==> config.mk <==
export PLATFORM = sky130hd
export DESIGN_NAME = pll_reset_sequencer
export DESIGN_NICKNAME = d
export VERILOG_FILES = /design/src/rtl/pll_seq_pkg.sv /design/src/rtl/sync_ff.sv /design/src/rtl/pll_reset_sequencer.sv
export SDC_FILE = /design/constraint.sdc
export NUM_CORES = 1
export LEC_CHECK = 0
export CAP_MARGIN = 25
export CORE_UTILIZATION = 54
export CTS_CLUSTER_SIZE = 24
export DETAILED_ROUTE_END_ITERATION = 10
export GPL_ROUTABILITY_DRIVEN = 0
export PLACE_DENSITY = 0.85
export SETUP_SLACK_MARGIN = 0.02
export SLEW_MARGIN = 20
export SYNTH_ARGS = -nofsm -noshare
export SYNTH_HDL_FRONTEND = slang
export SYNTH_SLANG_ARGS = --single-unit
==> constraint.sdc <==
create_clock -name clk -period 2.2 [get_ports clk]
set_input_delay 0.44 -clock clk [delete_from_list [all_inputs] [get_ports clk]]
set_output_delay 0.44 -clock clk [all_outputs]
set_load 0.01 [all_outputs]
==> src/rtl/pll_seq_pkg.sv <==
// Shared definitions for the PLL reset sequencer: FSM state encoding and
// default timing for a 12 MHz reference driving a 108 MHz pixel-clock PLL.
package pll_seq_pkg;

  typedef enum logic [1:0] {
    PLL_RST   = 2'd0,
    WAIT_LOCK = 2'd1,
    STABLE    = 2'd2,
    RUN       = 2'd3
  } pll_state_e;

  localparam int unsigned DEF_RESET_CYCLES  = 12;    // 1 us RESETB pulse
  localparam int unsigned DEF_LOCK_TIMEOUT  = 1200;  // 100 us lock wait
  localparam int unsigned DEF_STABLE_CYCLES = 1024;
  localparam int unsigned DEF_SYNC_STAGES   = 2;

  function automatic int unsigned max3(input int unsigned a, input int unsigned b,
                                       input int unsigned c);
    int unsigned m;
    m = (a > b) ? a : b;
    return (m > c) ? m : c;
  endfunction

endpackage

==> src/rtl/sync_ff.sv <==
// Multi-stage flip-flop synchronizer with asynchronous active-low clear,
// for bringing asynchronous level signals (lock, keys, UART rx) into clk.
module sync_ff #(
  parameter int unsigned STAGES = 2,
  parameter int unsigned WIDTH  = 1
) (
  input  logic             clk,
  input  logic             rst_n,
  input  logic [WIDTH-1:0] d_i,
  output logic [WIDTH-1:0] q_o
);

  logic [STAGES-1:0][WIDTH-1:0] sync_q;

  // NOTE: the chain is cleared on reset so the consumer sees a defined "not
  // asserted" value until real samples have propagated through every stage.
  always_ff @(posedge clk or negedge rst_n) begin
    if (!rst_n) begin
      sync_q <= '0;
    end else begin
      sync_q <= {sync_q[STAGES-2:0], d_i};
    end
  end

  assign q_o = sync_q[STAGES-1];

endmodule

==> src/rtl/pll_reset_sequencer.sv <==
// PLL RESETB / system-reset sequencer on the always-valid reference clock.
// Define PLL_SEQ_RETRY_COUNT_EN to add the saturating retry_count debug output.
module pll_reset_sequencer
  import pll_seq_pkg::*;
#(
  parameter int unsigned RESET_CYCLES  = DEF_RESET_CYCLES,
  parameter int unsigned LOCK_TIMEOUT  = DEF_LOCK_TIMEOUT,
  parameter int unsigned STABLE_CYCLES = DEF_STABLE_CYCLES,
  parameter int unsigned SYNC_STAGES   = DEF_SYNC_STAGES
) (
  input  logic       clk,
  input  logic       reset_n,
  input  logic       pll_locked,
  output logic       pll_resetb,
  output logic       sys_reset_n,
  output logic       ready,
  output logic [1:0] state_o
`ifdef PLL_SEQ_RETRY_COUNT_EN
  ,
  output logic [7:0] retry_count
`endif
);

  localparam int unsigned CNT_MAX = max3(RESET_CYCLES, LOCK_TIMEOUT, STABLE_CYCLES);
  localparam int unsigned CNT_W   = $clog2(CNT_MAX + 1);

  pll_state_e       state_q, state_d;
  logic [CNT_W-1:0] cnt_q, cnt_d;
  logic             pll_resetb_q, sys_reset_n_q, ready_q;
  logic             lock_s;

  sync_ff #(
    .STAGES (SYNC_STAGES),
    .WIDTH  (1)
  ) u_lock_sync (
    .clk   (clk),
    .rst_n (reset_n),
    .d_i   (pll_locked),
    .q_o   (lock_s)
  );

  // NOTE: every variable gets a default before the case so no latch is inferred.
  always_comb begin
    state_d = state_q;
    cnt_d   = cnt_q + CNT_W'(1);
    unique case (state_q)
      PLL_RST: begin
        if (cnt_q == CNT_W'(RESET_CYCLES - 1)) state_d = WAIT_LOCK;
      end
      WAIT_LOCK: begin
        // Lock is tested first so it wins a tie with the timeout.
        if (lock_s)                                 state_d = STABLE;
        else if (cnt_q == CNT_W'(LOCK_TIMEOUT - 1)) state_d = PLL_RST;
      end
      STABLE: begin
        if (!lock_s)                                 state_d = WAIT_LOCK;
        else if (cnt_q == CNT_W'(STABLE_CYCLES - 1)) state_d = RUN;
      end
      RUN: begin
        cnt_d = '0;
        if (!lock_s) state_d = PLL_RST;
      end
      default: state_d = PLL_RST;
    endcase
    if (state_d != state_q) cnt_d = '0;
  end

  // Outputs are decoded from the next state so they move on the same edge as
  // the state register and come straight from flops.
  // NOTE: sequential state uses non-blocking assignments only.
  always_ff @(posedge clk or negedge reset_n) begin
    if (!reset_n) begin
      state_q       <= PLL_RST;
      cnt_q         <= '0;
      pll_resetb_q  <= 1'b0;
      sys_reset_n_q <= 1'b0;
      ready_q       <= 1'b0;
    end else begin
      state_q       <= state_d;
      cnt_q         <= cnt_d;
      pll_resetb_q  <= (state_d != PLL_RST);
      sys_reset_n_q <= (state_d == RUN);
      ready_q       <= (state_d == RUN);
    end
  end

`ifdef PLL_SEQ_RETRY_COUNT_EN
  logic [7:0] retry_q;

  // PLL_RST is only re-entered from a WAIT_LOCK timeout or a RUN lock loss.
  always_ff @(posedge clk or negedge reset_n) begin
    if (!reset_n) begin
      retry_q <= '0;
    end else if (state_q != PLL_RST && state_d == PLL_RST && retry_q != 8'hFF) begin
      retry_q <= retry_q + 8'd1;
    end
  end

  assign retry_count = retry_q;
`endif

  assign pll_resetb  = pll_resetb_q;
  assign sys_reset_n = sys_reset_n_q;
  assign ready       = ready_q;
  assign state_o     = state_q;

endmodule

### After elaboration in Yosys (flattened, before gate mapping)

Cells that the tools add are included.

| cells by class | value |
|---|---|
| $add $sub $neg | 1 |
| eq/ne operators | 8 |
| multiplexer cells | 9 |
| reductions and logical operators | 2 |

Operators by type and width:

| cell | count |
|---|---|
| 11-bit two-way mux | 2 |
| 2-bit two-way mux | 6 |
| 11-bit by 1-bit adder with 11-bit output (second input constant) | 1 |
| 11-bit by 10-bit == test with 1-bit output (second input constant) | 1 |
| 11-bit == test (second input constant) | 1 |
| 11-bit by 4-bit == test with 1-bit output (second input constant) | 1 |
| 2-bit one-hot mux with 4 select lines | 1 |
| 2-bit == test (second input constant) | 3 |
| 2-bit by 1-bit == test with 1-bit output (second input constant) | 1 |
| 2-bit zero test | 1 |
| 2-bit != test | 1 |
| 2-bit nonzero test | 1 |

| word-level totals | value |
|---|---|
| register bits after elaboration | 17 |
| input port bits | 3 |
| output and inout bits | 5 |
| word-level logic and storage cells | 26 |

### Depth between registers and ports, before layout

| depth | value |
|---|---|
| depth in word-level cells | 6 |
| depth in mapped cells | 6 |
| depth with buffers taken out | 5 |

### Cells and area by module

From an unflattened synthesis, not the netlist that was laid out.

| second synthesis, totals | value |
|---|---|
| cells, all modules | 73 |
| area total of the unflattened synthesis | 818.3 um^2 |

By module, submodules not included:

| module | times used | cells each | area an instance (um^2) | seq. area each (um^2) |
|---|---|---|---|---|
| pll_reset_sequencer | 1 | 71 | 768.2 | 375.4 |
| sync_ff | 1 | 2 | 50.0 | 50.0 |

### Worst setup path after synthesis

Ideal clock, no wire load.

| path | value |
|---|---|
| path type | flip-flop to flip-flop |
| from | register cnt_q[0] |
| to | register cnt_q[10] |
| library setup time | 0.121 ns |
| data arrival time | 1.665 ns |
| required time | 2.079 ns |
| path slack | 0.414 ns |
| stages on the path, launching flop included | 7 |
| path buffers | 1 |
| clock period less this slack | 1.786 ns |
| cells stage by stage | dfrtp_1 ha_1 or4b_4 nor4_4 a21o_1 buf_4 nor3_1 |

| between the ends | value |
|---|---|
| cells in the longest elaborated chain, start to end | 6 |
| elaborated cells between the ends (all ways) | 13 |
| classes of those cells | add/sub: 1; eq/ne: 4; mux: 8 |

Ends and longest elaborated chain:

| element | line | source |
|---|---|---|
| start, declared | pll_reset_sequencer.sv:28 | `logic [CNT_W-1:0] cnt_q, cnt_d;` |
| start signal, assigned | pll_reset_sequencer.sv:80 | `cnt_q <= cnt_d;` |
| 11-bit by 10-bit == test with 1-bit output or 11-bit == test (tied branches) | pll_reset_sequencer.sv:57, pll_reset_sequencer.sv:53 |  |
| 2-bit two-way mux, on equally long branches | pll_reset_sequencer.sv:57, pll_reset_sequencer.sv:53 |  |
| 2-bit two-way mux, on equally long branches | pll_reset_sequencer.sv:56, pll_reset_sequencer.sv:52 |  |
| 2-bit one-hot mux with 4 select lines | pll_reset_sequencer.sv:46 | `unique case (state_q)` |
| 2-bit != test | pll_reset_sequencer.sv:65 | `if (state_d != state_q) cnt_d = '0;` |
| 11-bit two-way mux * | pll_reset_sequencer.sv:65 |  |
| named net cnt_d[10] | pll_reset_sequencer.sv:28 |  |

The timed path passes the listed nets; every way through them passes the cells marked *.

### Worst setup path after layout

| path | value |
|---|---|
| from | register cnt_q[0] |
| to | register cnt_q[3] |

The elaborated chain is that of the path after synthesis.

==> results.ini <==
[yosys]
synth.distinct_cells=26
synth_enable_flop_cells=0
synth-seq-cells=17
syn_nets=81
synthCells=77
syn_area_per_cell_um2=11.00
yosysWarningCount=0
ys_top_cells_by_count=dfrtp_1, nor3_1, nor2_1, nand3_1, xnor2_1
async_flop_share=1.000
syn_area_um2=847.1
ys.flop_type=dfrtp_1
yosysMostFrequentCell=dfrtp_1
synth_top_area_cell=dfrtp_1
seq_area_frac_synth=0.5022
synthTopCellsByArea=dfrtp_1, nor3_1, xnor2_1
yosys.area.top_type_share=0.5022

[setup_path]
worst_setup_path_start_kind=flop
end_kind=flop
cp-startpoint=cnt_q[0]$_DFF_PN0_
cp.required_ps=2360
cp_max_fo=11
endpoint=cnt_q[3]$_DFF_PN0_
arrival_ps=2190
critical_path_class=flop to flop
reg2reg_from=cnt_q[0]$_DFF_PN0_
worst_r2r_endpoint=cnt_q[3]$_DFF_PN0_
reg2reg_setup_slack_ps=160
worstRegToRegCells=5

[detailed_routing]
remaining_drc_errors=0
wl_met3_um=69
wl_met2_um=693
routed_wl_mm=1.417
top_layer_used=met3
wire_per_inst_um=14.03
vias=592
wl_met1_um=654
via_per_inst=5.861
drtPass1Iterations=4
drt-initial-drc-count=7
ant_nets=0

[timing]
tns_ps=0
rsz0062_at_grt=false
hold_ws_ps=361.3
clock.fmax_mhz=491.3
hold_violations=0
min_period_over_period=0.9252
fin_crit_ps=2035
skew_ps=1.841
relSlewSlack=0.7574
setup_violations=0
worst_pin_slew_ps=360.9
slew_viol_final=0

[global_routing]
grt_overflow=0
grt_pass1_wl_mm=2.546
grt_usage=0.1911
grt_max_degree=18
antenna_found_initial=0
grt_pass1_vias=591

[floorplanning]
initial_core_util=0.6127
die_x_um=41.61
die_y_um=41.61
fp-row-count=13
die_area_um2=1731
io_pins=8
core_um2=1383

[finish]
fillCellCount=96
drive_gt1_frac=0.1279
syn_to_final_growth_pct=11.67
nets=91
num_antenna_cells=0

[placed_design]
numPortBuffers=7
place_hpwl_mm=1.064

[job]
drv_cap=0

[clocking]
cts-root-buf=clkbuf_4
hold_buffers=0
cts_tree=built
clk_pin_slew_ps=90
cts_buffers=3
cts_resized=0
clock_sinks=17
clock_path_buffers=2
clkLatencyLatePin_ps=280
htreeDepth=1
cts_setup_buffers=0

[power]
ir_worst_vdd_mv=0.5056
p_leak_nw=0.3745
power_density_nw_per_um2=923.9

[worst_hold_path]
min_path_cells=0
min_path_type=flop to flop

[run_status]
outcome=complete, no violations

-- cell type report --
| class | count | area [µm²] | share of cell area |
|---|---|---|---|
| Clock buffer | 3 | 22.52 | 0.02381 |
| Clock inverter | 1 | 5.005 | 0.005291 |
| Inverter | 2 | 7.507 | 0.007937 |
| Multi-Input combinational cell | 55 | 389.1 | 0.4114 |
| Sequential cell | 17 | 425.4 | 0.4497 |
| Tap cell | 15 | 18.77 | 0.01984 |
| Timing Repair Buffer | 8 | 77.57 | 0.08201 |
-- cell usage in the layout, fill, tap and decap left out, types with 2 or more instances in the layout --
cell / count
dfrtp_1: 17
nor2_1: 7
clkdlybuf4s50_1: 7
nor3_1: 12
inv_1: 2
xnor2_1: 6
xor2_1: 2
clkbuf_4: 3
nand3_1: 6
nand2_1: 5
o21a_1: 2
-- critical path: stages, from the launching register on --
cell	delay, ps
dfrtp_1	410
ha_1	240
or4b_4	500
nor4_4	260
a21o_1	380
nor3_1	110
-- cells by family (layout without fill, tap and decap cells) --
| logic type | Yosys count | after routing | share of synthesized area |
|---|---|---|---|
| flops | 17 | 17 | 0.5022 |
| buf+inv | 5 | 14 | 0.03840 |
| fa+ha+maj | 1 | 1 | 0.01477 |
| simple gates | 38 | 38 | 0.2615 |
| mux | 1 | 1 | 0.01329 |
| xor+xnor | 8 | 8 | 0.08272 |
| compound gates | 7 | 7 | 0.08715 |
-- per-layer routing --
| metal | GRT usage | vias up |
|---|---|---|
| li1 | - | 292 |
| met2 | 0.3219 | 18 |
| met5 | 0 | - |
| met1 | 0.2566 | 282 |
| met3 | 0.06522 | 0 |
| met4 | 0 | 0 |
-- report_power, final --
group | internal, W | switching [W] | total, W
combinational | 0.000146 | 0.000131 | 0.000278
clock | 0.0000675 | 0.0000908 | 0.000158
sequential | 0.000367 | 0.0000713 | 0.000438
-- worst min path at each step --
stage,from,to,slack (ps)
6_report,u_lock_sync.sync_q[0]$_DFF_PN0_,u_lock_sync.q_o$_DFF_PN0_,360
5_1_grt,u_lock_sync.sync_q[0]$_DFF_PN0_,u_lock_sync.q_o$_DFF_PN0_,380
3_3_place_gp,u_lock_sync.sync_q[0]$_DFF_PN0_,u_lock_sync.q_o$_DFF_PN0_,340
4_1_cts,u_lock_sync.sync_q[0]$_DFF_PN0_,u_lock_sync.q_o$_DFF_PN0_,370
3_5_place_dp,u_lock_sync.sync_q[0]$_DFF_PN0_,u_lock_sync.q_o$_DFF_PN0_,340
2_1_floorplan,reset_n,cnt_q[0]$_DFF_PN0_,140
-- flip-flops by register name, summed over array words and instances (netlist names) --
signal and flops:
u_lock_sync.sync_q 1, u_lock_sync.q_o 1, cnt_q 11, ready 1, pll_resetb 1, state_o 2
-- stage by stage --
stage | setup slack (ps) | total power [W] | cells | instance area (µm²) | util
final | 164.7 | 0.0008739 | 101 | 945.9 | 0.6842
after global routing | 51.69 | 0.0009314 | 101 | 945.9 | 0.6842
after CTS | 158.8 | 0.0008859 | 101 | 945.9 | 0.6842
after detailed placement | 176.8 | 0.0007268 | 97 | 918.4 | 0.6643
after global placement | 267.3 | 0.0007073 | 97 | 918.4 | 0.6643
after floorplan | 413.8 | 0.0006347 | 77 | 847.1 | -
(Power assumes the default switching activity.)
